`src/rtl/uart_tx.sv`:
```
// UART transmitter: one-entry holding register feeding a shift-out FSM that
// emits start, data (LSB first), optional parity and stop bits, paced by bit_tick.
module uart_tx #(
    parameter int DATA_BITS  = 8,
    parameter int PARITY_EN  = 1,
    parameter int PARITY_ODD = 0,
    parameter int STOP_BITS  = 1
) (
    input  logic                 clk,
    input  logic                 reset,
    input  logic                 bit_tick,
    input  logic [DATA_BITS-1:0] tx_data,
    input  logic                 tx_valid,
    output logic                 tx_ready,
    output logic                 txd,
    output logic                 tx_busy,
    output logic                 tx_done
);

    typedef enum logic [2:0] {
        IDLE,
        START,
        DATA,
        PARITY,
        STOP
    } state_t;

    localparam logic [2:0] LAST_BIT  = 3'(DATA_BITS - 1);
    localparam logic       LAST_STOP = 1'(STOP_BITS - 1);

    state_t                 state;
    logic [2:0]             bit_cnt;
    logic                   stop_cnt;
    logic                   hold_full;
    logic [DATA_BITS-1:0]   hold_data;
    logic [DATA_BITS-1:0]   shifter;
    logic                   parity_bit;
    logic                   accept;
    logic                   stop_last;
    logic                   load;

    function automatic logic calc_parity(input logic [DATA_BITS-1:0] d);
        return (^d) ^ (PARITY_ODD != 0);
    endfunction

    assign accept    = tx_valid && tx_ready;
    assign stop_last = (state == STOP) && (stop_cnt == LAST_STOP);
    // A frame is launched from IDLE or chained straight out of the last stop bit.
    assign load      = bit_tick && hold_full && ((state == IDLE) || stop_last);

    always_ff @(posedge clk or posedge reset) begin
        if (reset) begin
            state     <= IDLE;
            txd       <= 1'b1;
            tx_ready  <= 1'b1;
            tx_busy   <= 1'b0;
            tx_done   <= 1'b0;
            hold_full <= 1'b0;
            bit_cnt   <= '0;
            stop_cnt  <= 1'b0;
        end else begin
            tx_done <= 1'b0;

            // Accept and load are mutually exclusive: accept needs an empty holder.
            if (accept) begin
                hold_full <= 1'b1;
                tx_ready  <= 1'b0;
            end else if (load) begin
                hold_full <= 1'b0;
                tx_ready  <= 1'b1;
            end

            if (bit_tick) begin
                case (state)
                    IDLE: begin
                        if (hold_full) begin
                            state   <= START;
                            txd     <= 1'b0;
                            tx_busy <= 1'b1;
                        end
                    end
                    START: begin
                        state   <= DATA;
                        txd     <= shifter[0];
                        bit_cnt <= '0;
                    end
                    DATA: begin
                        if (bit_cnt == LAST_BIT) begin
                            if (PARITY_EN != 0) begin
                                state <= PARITY;
                                txd   <= parity_bit;
                            end else begin
                                state    <= STOP;
                                txd      <= 1'b1;
                                stop_cnt <= 1'b0;
                            end
                        end else begin
                            bit_cnt <= bit_cnt + 3'd1;
                            txd     <= shifter[1];
                        end
                    end
                    PARITY: begin
                        state    <= STOP;
                        txd      <= 1'b1;
                        stop_cnt <= 1'b0;
                    end
                    STOP: begin
                        if (stop_cnt == LAST_STOP) begin
                            tx_done <= 1'b1;
                            if (hold_full) begin
                                state <= START;
                                txd   <= 1'b0;
                            end else begin
                                state   <= IDLE;
                                txd     <= 1'b1;
                                tx_busy <= 1'b0;
                            end
                        end else begin
                            stop_cnt <= stop_cnt + 1'b1;
                        end
                    end
                    default: begin
                        state <= IDLE;
                        txd   <= 1'b1;
                    end
                endcase
            end
        end
    end

    // Data path carries no reset; hold_full gates every use of hold_data.
    always_ff @(posedge clk) begin
        if (accept) begin
            hold_data <= tx_data;
        end
        if (load) begin
            shifter    <= hold_data;
            parity_bit <= calc_parity(hold_data);
        end else if ((state == DATA) && bit_tick) begin
            shifter <= shifter >> 1;
        end
    end

endmodule

```
`config.mk`:
```
export PLATFORM = sky130hd
export DESIGN_NAME = uart_tx
export DESIGN_NICKNAME = d
export VERILOG_FILES = /design/src/rtl/uart_tx.sv
export SDC_FILE = /design/constraint.sdc
export NUM_CORES = 1
export LEC_CHECK = 0
export CAP_MARGIN = 20
export CORE_UTILIZATION = 24
export DETAILED_ROUTE_END_ITERATION = 6
export SETUP_SLACK_MARGIN = 0.02
export SYNTH_ARGS = -nofsm -noshare
export SYNTH_HDL_FRONTEND = slang
export SYNTH_SLANG_ARGS = --single-unit
```
`constraint.sdc`:
```
create_clock -name clk -period 2.2 [get_ports clk]
set_clock_uncertainty 0.2 [all_clocks]
set_input_delay 0.33 -clock clk [delete_from_list [all_inputs] [get_ports clk]]
set_output_delay 0.33 -clock clk [all_outputs]
set_load 0.02 [all_outputs]
```
==> qor.csv, run 1 <==
stage,metric,value,unit
worst_setup_path,start_kind,flop,
grt,globalRouteMet3Util,2.811,%
clocking,postCtsSetupBuffers,0,
logic_synthesis,synth_seq_area_share,61.40,%
floorplanning,num_io_pins,16,
clocking,cts-buffers-inserted,3,
clocking,clk_pin_slew,90,ps
logic_synthesis,synth_area,1284,sq um
sta,setup-violations-final,0,
grt,grt_pass1_wl,3477,um
worst_setup_path,cp-end-kind,output port,
drt,vias,729,
floorplanning,num_rows,26,
worst_setup_path,path_class,reg2out,
grt,grt_pass1_vias,772,
worst_setup_path,critPathMaxStageDelay,600,ps
grt,globalRouteMet1Util,9.715,%
layout,fill_cells,554,
sta,report.final.slew_viol_count,0,
placement,portBuffers,15,
logic_synthesis,synth_area_leaders,"edfxtp_1, dfrtp_1, mux2_4",
grt,grt_max_degree,16,
drt,postRouteAntennaNets,0,
worst_setup_path,worstPathMaxFanout,3,
clocking,clockBufferDepth,2,
worst_hold_path,hp-class,in2async,
logic_synthesis,synthCells,89,
floorplanning,start_util,24.98,%
clocking,cts_sinks,28,
layout,synthToLayoutAreaGrowth,21.83,%
floorplanning,die_w,75.14,um
placement,dp.cells,174,
sta,rsz0062_at_grt,no,
clocking,cts_resized,0,
grt,grt_usage,8.489,%
power_and_ir_drop,vdd_ir_drop_max,375.5,uV
logic_synthesis,synthMuxAreaShare,9.259,%
worst_setup_path,crit_family,buffers and inverters,
power_and_ir_drop,power.leakage,0.0005840,uW
logic_synthesis,synth_xor_xnor_area_share,4.776,%
logic_synthesis,synth_commonest_cells,"edfxtp_1, dfrtp_1, xnor2_1",
worst_setup_path,cp.arrival,1420,ps
clocking,cts_tree,yes,
power_and_ir_drop,pwr_density_cell,1198,nW/um^2
clocking,ctsHtreeMaxLevel,1,
logic_synthesis,synth_compound_area_share,7.700,%
drt,drc_errors,0,
layout,post-route-util,30.43,%
layout,instances_no_fill,178,
clocking,ctsHoldBuffers,0,
logic_synthesis,synth_adder_area_share,1.949,%
outcome,outcome,"finished, final reports clean",
sta,slew_headroom,70.27,%
worst_setup_path,slowest_stage,clkdlybuf4s50_1,
logic_synthesis,synth_largest_area_cell,edfxtp_1,
logic_synthesis,synth_edf_count,17,
logic_synthesis,synth_seq_cells,28,
logic_synthesis,yosysMostFrequentCell,edfxtp_1,
grt,busiest_layer,met2,
logic_synthesis,synth_ff_type,edfxtp_1,
drt,firstDrtPassIters,4,
layout,drive_gt1_share,18.52,%
floorplanning,die_area,5645,sq um
drt,drt-total-wl,2082,um
sta,tns,0,ps
sta,finalCritPeriodShare,88.44,%
placement,place_congestion,0.7570,
drt,vias_per_cell,4.096,
drt,drtIter0Drc,25,
placement,dp_hpwl,1525,um
clocking,clk_latency,270,ps
grt,grt.overflow.total,0,
sta,min_period,1946,ps
sta,hold_viol,0,
power_and_ir_drop,power,1874,uW
grt,antenna_found_initial,0,
logic_synthesis,synth.net_count,103,
drt,route.detailed.wl_per_inst,11.70,um
worst_setup_path,cp.required,1670,ps
sta,fmax,513.9,MHz
logic_synthesis,yosysWarningCount,0,
logic_synthesis,synth_top_area_share,39.77,%
floorplanning,core_area,5140,sq um
logic_synthesis,postSynthAreaPerCell,14.42,sq um
floorplanning,die_height,75.14,um
worst_setup_path,crit_path_cell_trace,clkdlybuf4s50_1,
logic_synthesis,synth_top_family_by_area,simple AND/OR/NAND/NOR gates,
flow_run,drv_cap,0,
layout,fin_nets,123,
clocking,cts_root_buf,clkbuf_8,
logic_synthesis,synthArstFlopShare,39.29,%
logic_synthesis,synth_simple_gate_area_share,11.21,%
worst_setup_path,critPathBufInv,1,
layout,antenna_cells,0,
grt,grt_use_met2,14.21,%
sta,tightest_slew,445.5,ps
logic_synthesis,yosysUniqueCellTypes,35,
layout make-up:
type | instances | area, sq um | share of cell area (%)
inverter | 4 | 15.01 | 0.9600
sequential | 28 | 788.3 | 50.40
timing repair buffer | 19 | 180.2 | 11.52
tap | 70 | 87.58 | 5.600
clock buffer | 4 | 45.04 | 2.880
multi-input combinational | 53 | 447.9 | 28.64
cell usage in the layout, fill, tap and decap left out, types with 2 or more instances in the layout:
cell type | Yosys | routed
xnor2_1 | 6 | 6
nand2_1 | 2 | 2
nand2b_1 | 3 | 3
edfxtp_1 | 17 | 17
dfrtp_1 | 9 | 9
ha_1 | 2 | 2
o21ai_0 | 2 | 2
mux2_4 | 5 | 5
dfstp_2 | 2 | 2
buf_4 | 0 | 4
and2_1 | 2 | 2
nor2_1 | 4 | 4
clkbuf_8 | 0 | 3
inv_1 | 4 | 4
clkdlybuf4s50_1 | 0 | 15
nor2b_1 | 2 | 2
mux2_2 | 3 | 3
a21oi_1 | 2 | 2
a22o_1 | 3 | 3
flip-flops by register name (all words and copies together) (netlist names):
name        count
hold_data       8
shifter         8
bit_cnt         3
state           3
hold_full       1
parity_bit      1
tx_busy         1
tx_done         1
tx_ready        1
txd             1
final timing paths:
| check | depth (start not counted) | start | slack (ps) | end |
|---|---|---|---|---|
| min in group clk | 1 | tx_busy$_DFFE_PP0P_ | 310 | tx_busy$_DFFE_PP0P_ |
| min reg2reg | 1 | tx_busy$_DFFE_PP0P_ | 310 | tx_busy$_DFFE_PP0P_ |
| max reg2reg | 2 | state[0]$_DFFE_PP0P_ | 320 | shifter[5]$_DFFE_PP_ |
| max in group asynchronous | 2 | reset | 1320 | tx_ready$_DFFE_PP1P_ |
| min | 2 | reset | 150 | bit_cnt[0]$_DFFE_PP0P_ |
| max | 1 | tx_ready$_DFFE_PP1P_ | 250 | tx_ready |
where the power goes:
group	internal [uW]	switching, uW	total, uW
Clock	130	156	285
Combinational	377	305	682
Sequential	788	119	906
metal layers:
metal	share of wire [%]	vias up
met5	0	-
li1	-	359
met4	2.0	0
met1	44	349
met3	4.5	5
met2	49	16
metrics by stage:
stage	instance area, sq um	hold slack (ps)	setup WS, ps
2_1_floorplan	1284	-18.99	547.8
3_3_place_gp	1519	291.4	149.0
3_5_place_dp	1519	298.0	120.6
4_1_cts	1564	162.9	235.8
5_1_grt	1564	182.6	218.5
6_report	1564	145.8	254.2
cells by family after synthesis:
kind of cell,after synthesis
flip-flops,28
XOR/XNOR,7
buffers and inverters,8
AO/OA/AOI/OAI,14
AND/OR/NAND/NOR,21
multiplexers,9
adder cells (fa/ha/maj),2
No activity file was read; power rests on OpenSTA's default activity.
==> run 2, diff against run 1 <==
--- a/config.mk
+++ b/config.mk
@@ -5,7 +5,9 @@
 export SDC_FILE = /design/constraint.sdc
 export NUM_CORES = 1
 export LEC_CHECK = 0
+export ABC_AREA = 1
 export CAP_MARGIN = 20
+export CORE_MARGIN = 2
 export CORE_UTILIZATION = 24
 export DETAILED_ROUTE_END_ITERATION = 6
 export SETUP_SLACK_MARGIN = 0.02
==> run 2 against run 1 <==
Compared with the run above:
- critical path depth did not move
- worst setup slack got worse by 1.5 ps
- non-clock buffer count fell by 2
- sequential share of layout area fell by 1.3 points
- power fell by 3.1%
- flip-flop and latch count did not move
- die area rose by 7.5%
- cell area rose by 2.6%
- register-to-register slack improved by 180 ps
- via count rose by 28%
- critical endpoint unchanged
==> qor.csv, run 2 <==
stage,metric,value,unit,change
logic_synthesis,synthMuxAreaShare,0,%,-9.3 points
power_and_ir_drop,vdd_ir_drop_max,351.0,uV,-6.5%
sta,rsz0062_at_grt,no,,
grt,grt_max_degree,16,,unchanged
logic_synthesis,synthCells,140,,+57%
logic_synthesis,synth_compound_area_share,2.958,%,-4.7 points
worst_setup_path,crit_family,buffers and inverters,,
logic_synthesis,synth.net_count,154,,+50%
worst_setup_path,cp.required,1670,ps,about the same
drt,vias,936,,+28%
power_and_ir_drop,pwr_density_cell,1132,nW/um^2,-5.5%
worst_hold_path,hp-class,in2async,,
layout,drive_gt1_share,10.00,%,-8.5 points
power_and_ir_drop,power.leakage,0.0007080,uW,+21%
floorplanning,start_util,25.19,%,+0.22 points
clocking,ctsHtreeMaxLevel,1,,unchanged
logic_synthesis,synth_xor_xnor_area_share,4.676,%,-0.10 points
logic_synthesis,synth_ff_type,edfxtp_1,,
logic_synthesis,postSynthAreaPerCell,9.366,sq um,-35%
logic_synthesis,synth_simple_gate_area_share,26.24,%,+15 points
drt,drt-total-wl,2256,um,+8.4%
clocking,cts_resized,0,,unchanged
logic_synthesis,synth_top_family_by_area,simple AND/OR/NAND/NOR gates,,
grt,grt.overflow.total,0,,unchanged
logic_synthesis,synth_top_area_share,38.93,%,-0.83 points
floorplanning,core_area,5205,sq um,+1.3%
clocking,cts-buffers-inserted,3,,unchanged
placement,place_congestion,0.8126,,+7.3%
sta,finalCritPeriodShare,88.51,%,about the same
worst_setup_path,critPathMaxStageDelay,600,ps,about the same
clocking,clockBufferDepth,2,,unchanged
flow_run,drv_cap,0,,unchanged
placement,portBuffers,15,,unchanged
logic_synthesis,synth_area_leaders,"edfxtp_1, dfrtp_1, nand2_1",,
floorplanning,num_rows,26,,unchanged
clocking,cts_root_buf,clkbuf_8,,
placement,dp.cells,226,,+30%
clocking,clk_latency,270,ps,about the same
worst_setup_path,slowest_stage,clkdlybuf4s50_1,,
logic_synthesis,synth_area,1311,sq um,+2.1%
worst_setup_path,crit_path_cell_trace,clkdlybuf4s50_1,,
layout,final_cell_mix,"nand2_1, edfxtp_1, clkdlybuf4s50_1, inv_1",,
drt,firstDrtPassIters,4,,unchanged
clocking,ctsHoldBuffers,0,,unchanged
floorplanning,die_area,6071,sq um,+7.5%
worst_setup_path,cp-end-kind,output port,,
sta,report.final.slew_viol_count,0,,unchanged
layout,fill_cells,561,,+1.3%
layout,antenna_cells,0,,unchanged
clocking,clk_pin_slew,90,ps,about the same
worst_setup_path,path_class,reg2out,,
clocking,cts_tree,yes,,
logic_synthesis,synth_edf_count,17,,unchanged
worst_setup_path,start_kind,flop,,
sta,hold_viol,0,,unchanged
grt,grt_pass1_vias,926,,+20%
sta,tightest_slew,441.4,ps,-4.145 ps
logic_synthesis,synth_seq_area_share,60.11,%,-1.3 points
placement,dp_hpwl,1767,um,+16%
layout,fin_nets,175,,+42%
floorplanning,die_w,77.92,um,+3.7%
worst_setup_path,cp.arrival,1420,ps,about the same
grt,grt_pass1_wl,4084,um,+17%
logic_synthesis,synth_adder_area_share,1.908,%,-0.041 points
worst_setup_path,worstPathMaxFanout,3,,unchanged
layout,largestRegisters,"hold_data x8, shifter x8",,
layout,synthToLayoutAreaGrowth,22.33,%,
drt,route.detailed.wl_per_inst,9.809,um,-16%
worst_setup_path,critPathBufInv,1,,unchanged
logic_synthesis,synth_commonest_cells,"nand2_1, edfxtp_1, inv_1",,
clocking,cts_sinks,28,,unchanged
clocking,postCtsSetupBuffers,0,,unchanged
worst_setup_path,cp-startpoint,tx_ready$_DFFE_PP1P_,,
logic_synthesis,synth_seq_cells,28,,unchanged
floorplanning,die_height,77.92,um,+3.7%
logic_synthesis,yosysWarningCount,0,,unchanged
grt,grt_usage,8.532,%,+0.043 points
logic_synthesis,yosysMostFrequentCell,nand2_1,,
grt,antenna_found_initial,0,,unchanged
drt,vias_per_cell,4.070,,-0.63%
sta,setup-violations-final,0,,unchanged
sta,fmax,513.5,MHz,about the same
drt,drtIter0Drc,24,,-4.0%
layout,final_common_cell,nand2_1,,
logic_synthesis,synth_largest_area_cell,edfxtp_1,,
sta,min_period,1947,ps,+1.464 ps
floorplanning,num_io_pins,16,,unchanged
drt,drc_errors,0,,unchanged
sta,tns,0,ps,unchanged
outcome,outcome,"finished, final reports clean",,
sta,timing.hold.ws,156.8,ps,+11.02 ps
drt,postRouteAntennaNets,0,,unchanged
logic_synthesis,synthArstFlopShare,39.29,%,unchanged
layout,instances_no_fill,230,,+29%
logic_synthesis,yosysUniqueCellTypes,22,,-37%
worst_setup_path,reg2reg_from,state[0]$_DFFE_PP0P_,,
sta,slew_headroom,70.54,%,+0.28 points
## run 2: cell types whose count changed after synthesis, sizes merged, moves of 3 or more
cell,delta
a22o,-3
buf,-3
mux2,-8
o21ai,+4
nor2,+6
nand2,+60
inv,+9
nand2b,-3
nor2b,-3
nand3,+7
## run 2: routing by layer
metal | part of all wire, % | vias to the layer above | wire length [um] | global-route usage (%)
met4 | 0.62 | 0 | 14 | 2.105
li1 | - | 484 | - | -
met5 | 0 | - | 0 | 0
met1 | 45 | 437 | 1015 | 10.01
met3 | 3.1 | 2 | 71 | 3.140
met2 | 51 | 13 | 1154 | 14.74
## run 2: through the flow
stage	area, sq um	util [%]	power, uW	setup slack (ps)
final	1604	30.82	1815	252.8
after floorplan	1311	-	1338	292.1
after global placement	1559	29.95	1540	338.6
after global routing	1604	30.82	1987	197.0
after detailed placement	1559	29.95	1560	287.4
after CTS	1604	30.82	1846	232.6
## run 2: final cells by class
| type | count | area [sq um] | share of cell area [%] |
|---|---|---|---|
| clock buffers | 4 | 45.04 | 2.808 |
| well taps | 70 | 87.58 | 5.460 |
| repair buffers | 17 | 165.2 | 10.30 |
| multi-input cells | 98 | 469.2 | 29.25 |
| inverters | 13 | 48.80 | 3.042 |
| flip-flops and latches | 28 | 788.3 | 49.14 |
## run 2: logic make-up (layout without fill, tap and decap cells)
kind of cell,after synthesis,after routing
simple gates,82,82
fa+ha+maj,2,2
compound gates,7,7
buf+inv,14,34
xor+xnor,7,7
flops,28,28
## run 2: worst register-to-register path: cells and delay by family, from the launching register on
| kind | cells | cell delay, ps |
|---|---|---|
| buffers and inverters | 2 | 350 |
| and+or+nand+nor | 2 | 400 |
| DFF | 1 | 470 |
## run 2: worst paths after layout
path	to	slack, ps	cells past startpoint
max reg2reg	parity_bit$_DFFE_PP_	500	4
max in group asynchronous	tx_ready$_DFFE_PP1P_	1310	2
min reg2reg	bit_cnt[1]$_DFFE_PP0P_	290	2
min	bit_cnt[0]$_DFFE_PP0P_	160	2
min in group clk	bit_cnt[1]$_DFFE_PP0P_	290	2
max	tx_ready	250	1
## run 2: power breakdown
part | internal [uW] | total [uW] | switching, uW
Combinational | 258 | 650 | 393
Sequential | 775 | 888 | 113
Clock | 130 | 277 | 148
Total | 1160 | 1820 | 654
==> run 3, diff against run 2 <==
--- a/config.mk
+++ b/config.mk
@@ -9,8 +9,10 @@
 export CAP_MARGIN = 20
 export CORE_MARGIN = 2
 export CORE_UTILIZATION = 24
+export CTS_CLUSTER_DIAMETER = 150
 export DETAILED_ROUTE_END_ITERATION = 6
 export SETUP_SLACK_MARGIN = 0.02
+export SLEW_MARGIN = 15
 export SYNTH_ARGS = -nofsm -noshare
 export SYNTH_HDL_FRONTEND = slang
 export SYNTH_SLANG_ARGS = --single-unit
==> constraint.sdc (replaced) <==
create_clock -name clk -period 2 [get_ports clk]
set_clock_uncertainty 0.2 [all_clocks]
set_input_delay 0.3 -clock clk [delete_from_list [all_inputs] [get_ports clk]]
set_output_delay 0.3 -clock clk [all_outputs]
set_load 0.02 [all_outputs]
==> run 3 against run 2 <==
Compared with the run above:
- global-route usage fell by 0.13 points
- worst hold slack got worse by 51 ps
- cell area stayed put
- final cell count stayed put
- die area stayed put
- sequential power grew 10%
- clock power grew 13%
- count of clock-buffer cells in the layout decreased by 1
- core utilization unchanged
- sequential share of layout area did not move
- power rose by 10%
- via count rose by 0.21%
- critical path type unchanged
- highest routed layer unchanged
==> qor.csv, run 3 (same netlist as run 2, synthesis figures left out) <==
stage,metric,value,unit,change
drt,drtIter0Drc,35,,+46%
floorplanning,die_area,6071,sq um,unchanged
sta,setup-violations-final,0,,unchanged
clocking,ctsHtreeMaxLevel,1,,unchanged
placement,place_congestion,0.8103,,-0.28%
power_and_ir_drop,power.leakage,0.0007083,uW,about the same
layout,largestRegisters,"hold_data x8, shifter x8",,
outcome,outcome,"finished, final reports clean",,
drt,vias,938,,+0.21%
grt,grt.overflow.total,0,,unchanged
sta,min_period,1922,ps,
floorplanning,die_w,77.92,um,unchanged
flow_run,drv_cap,0,,unchanged
worst_setup_path,ff2ff_setup_slack,350,ps,-150 ps
sta,rsz0062_at_grt,no,,
worst_setup_path,path_class,reg2out,,
worst_hold_path,hp-class,in2async,,
placement,dpl_worst_slack,163.1,ps,-124.3 ps
sta,finalCritPeriodShare,96.08,%,
sta,fmax,520.4,MHz,
clocking,cts_root_buf,clkbuf_8,,
clocking,clockBufferDepth,2,,unchanged
sta,slew_headroom,70.86,%,+0.32 points
floorplanning,num_rows,26,,unchanged
sta,hold_viol,0,,unchanged
floorplanning,core_area,5205,sq um,unchanged
worst_setup_path,critPathBufInv,1,,unchanged
clocking,cts_sinks,28,,unchanged
clocking,cts_tree,yes,,
clocking,clk_pin_slew,100,ps,about the same
power_and_ir_drop,pwr_density_cell,1250,nW/um^2,+10%
worst_setup_path,slowest_stage,clkdlybuf4s50_1,,
grt,globalRouteMet1Util,9.177,%,-0.83 points
grt,antenna_found_initial,0,,unchanged
clocking,cts-buffers-inserted,3,,unchanged
layout,final_cell_mix,"nand2_1, edfxtp_1, clkdlybuf4s50_1, inv_1",,
worst_setup_path,critPathMaxStageDelay,600,ps,about the same
grt,grt_pass1_vias,913,,-1.4%
floorplanning,start_util,25.19,%,unchanged
worst_setup_path,crit_path_cell_trace,clkdlybuf4s50_1,,
clocking,postCtsSetupBuffers,0,,unchanged
worst_setup_path,worstPathMaxFanout,3,,unchanged
layout,fin_nets,175,,unchanged
worst_setup_path,cp.required,1500,ps,-170 ps
layout,synthToLayoutAreaGrowth,22.33,%,unchanged
grt,grt_pass1_wl,3967,um,-2.9%
grt,busiest_layer,met2,,
grt,grt_max_degree,16,,unchanged
power_and_ir_drop,vdd_ir_drop_max,374.7,uV,+6.7%
drt,postRouteAntennaNets,0,,unchanged
sta,layout_setup_ws,78.38,ps,-174.4 ps
drt,firstDrtPassIters,4,,unchanged
grt,grt_use_met2,15.26,%,+0.52 points
floorplanning,die_height,77.92,um,unchanged
drt,vias_per_cell,4.078,,+0.21%
layout,drive_gt1_share,10.00,%,unchanged
grt,grt_usage,8.397,%,-0.13 points
floorplanning,num_io_pins,16,,unchanged
layout,antenna_cells,0,,unchanged
grt,globalRouteMet3Util,2.791,%,-0.35 points
worst_setup_path,start_kind,flop,,
worst_setup_path,crit_family,buffers and inverters,,
drt,drt-total-wl,2303,um,+2.1%
clocking,ctsHoldBuffers,0,,unchanged
clocking,clk_latency,280,ps,about the same
drt,drc_errors,0,,unchanged
worst_setup_path,cp.arrival,1420,ps,about the same
placement,dp_hpwl,1761,um,-0.32%
layout,fill_cells,549,,-2.1%
clocking,cts_resized,0,,unchanged
drt,route.detailed.wl_per_inst,10.01,um,+2.1%
sta,tns,0,ps,unchanged
layout,final_common_cell,nand2_1,,
placement,portBuffers,15,,unchanged
sta,report.final.slew_viol_count,0,,unchanged
worst_setup_path,cp-end-kind,output port,,
sta,tightest_slew,436.6,ps,-4.779 ps
==> run 3: area by class of cell <==
cell class	count	area, sq um	share of cell area, %
Inverter	13	48.80	3.042
Tap cell	70	87.58	5.460
Multi-Input combinational cell	98	469.2	29.25
Timing Repair Buffer	17	165.2	10.30
Clock inverter	1	3.754	0.2340
Sequential cell	28	788.3	49.14
Clock buffer	3	41.29	2.574
==> run 3: path summary, 6_finish.rpt <==
path | startpoint | to | cells past startpoint
setup / recovery | tx_ready$_DFFE_PP1P_ | tx_ready | 1
hold / removal | reset | bit_cnt[0]$_DFFE_PP0P_ | 2
setup reg to reg | state[0]$_DFFE_PP0P_ | shifter[2]$_DFFE_PP_ | 4
hold reg to reg | bit_cnt[2]$_DFFE_PP0P_ | bit_cnt[2]$_DFFE_PP0P_ | 2
max in group asynchronous | reset | tx_ready$_DFFE_PP1P_ | 2
min in group clk | bit_cnt[2]$_DFFE_PP0P_ | bit_cnt[2]$_DFFE_PP0P_ | 2
==> run 3: power by group <==
part           switching, uW  leakage (uW)  internal, uW
clock network            176     0.0000231           138
registers                128      0.000292           852
logic                    427      0.000394           284
==> run 3: per-stage QoR <==
step	hold slack (ps)	cells	power, uW	cell area (sq um)	utilization, %
2_1_floorplan	-48.99	140	1471	1311	-
3_3_place_gp	260.7	226	1695	1559	29.95
3_5_place_dp	272.9	226	1715	1559	29.95
4_1_cts	131.4	230	2030	1604	30.82
5_1_grt	168.8	230	2168	1604	30.82
6_report	105.9	230	2005	1604	30.82
==> run 3: routing by layer <==
layer / wire length, um / part of all wire (%)
met1: 1058 / 46
met2: 1128 / 49
met3: 89 / 3.9
met4: 26 / 1.1
met5: 0 / 0
==> run 3: worst reg2reg max path: cells and delay by family, from the launching register on <==
kind / cells / cell delay, ps
AOI/OAI and AO/OA: 1 / 170
buffers and inverters: 1 / 200
DFF: 1 / 470
and+or+nand+nor: 2 / 320
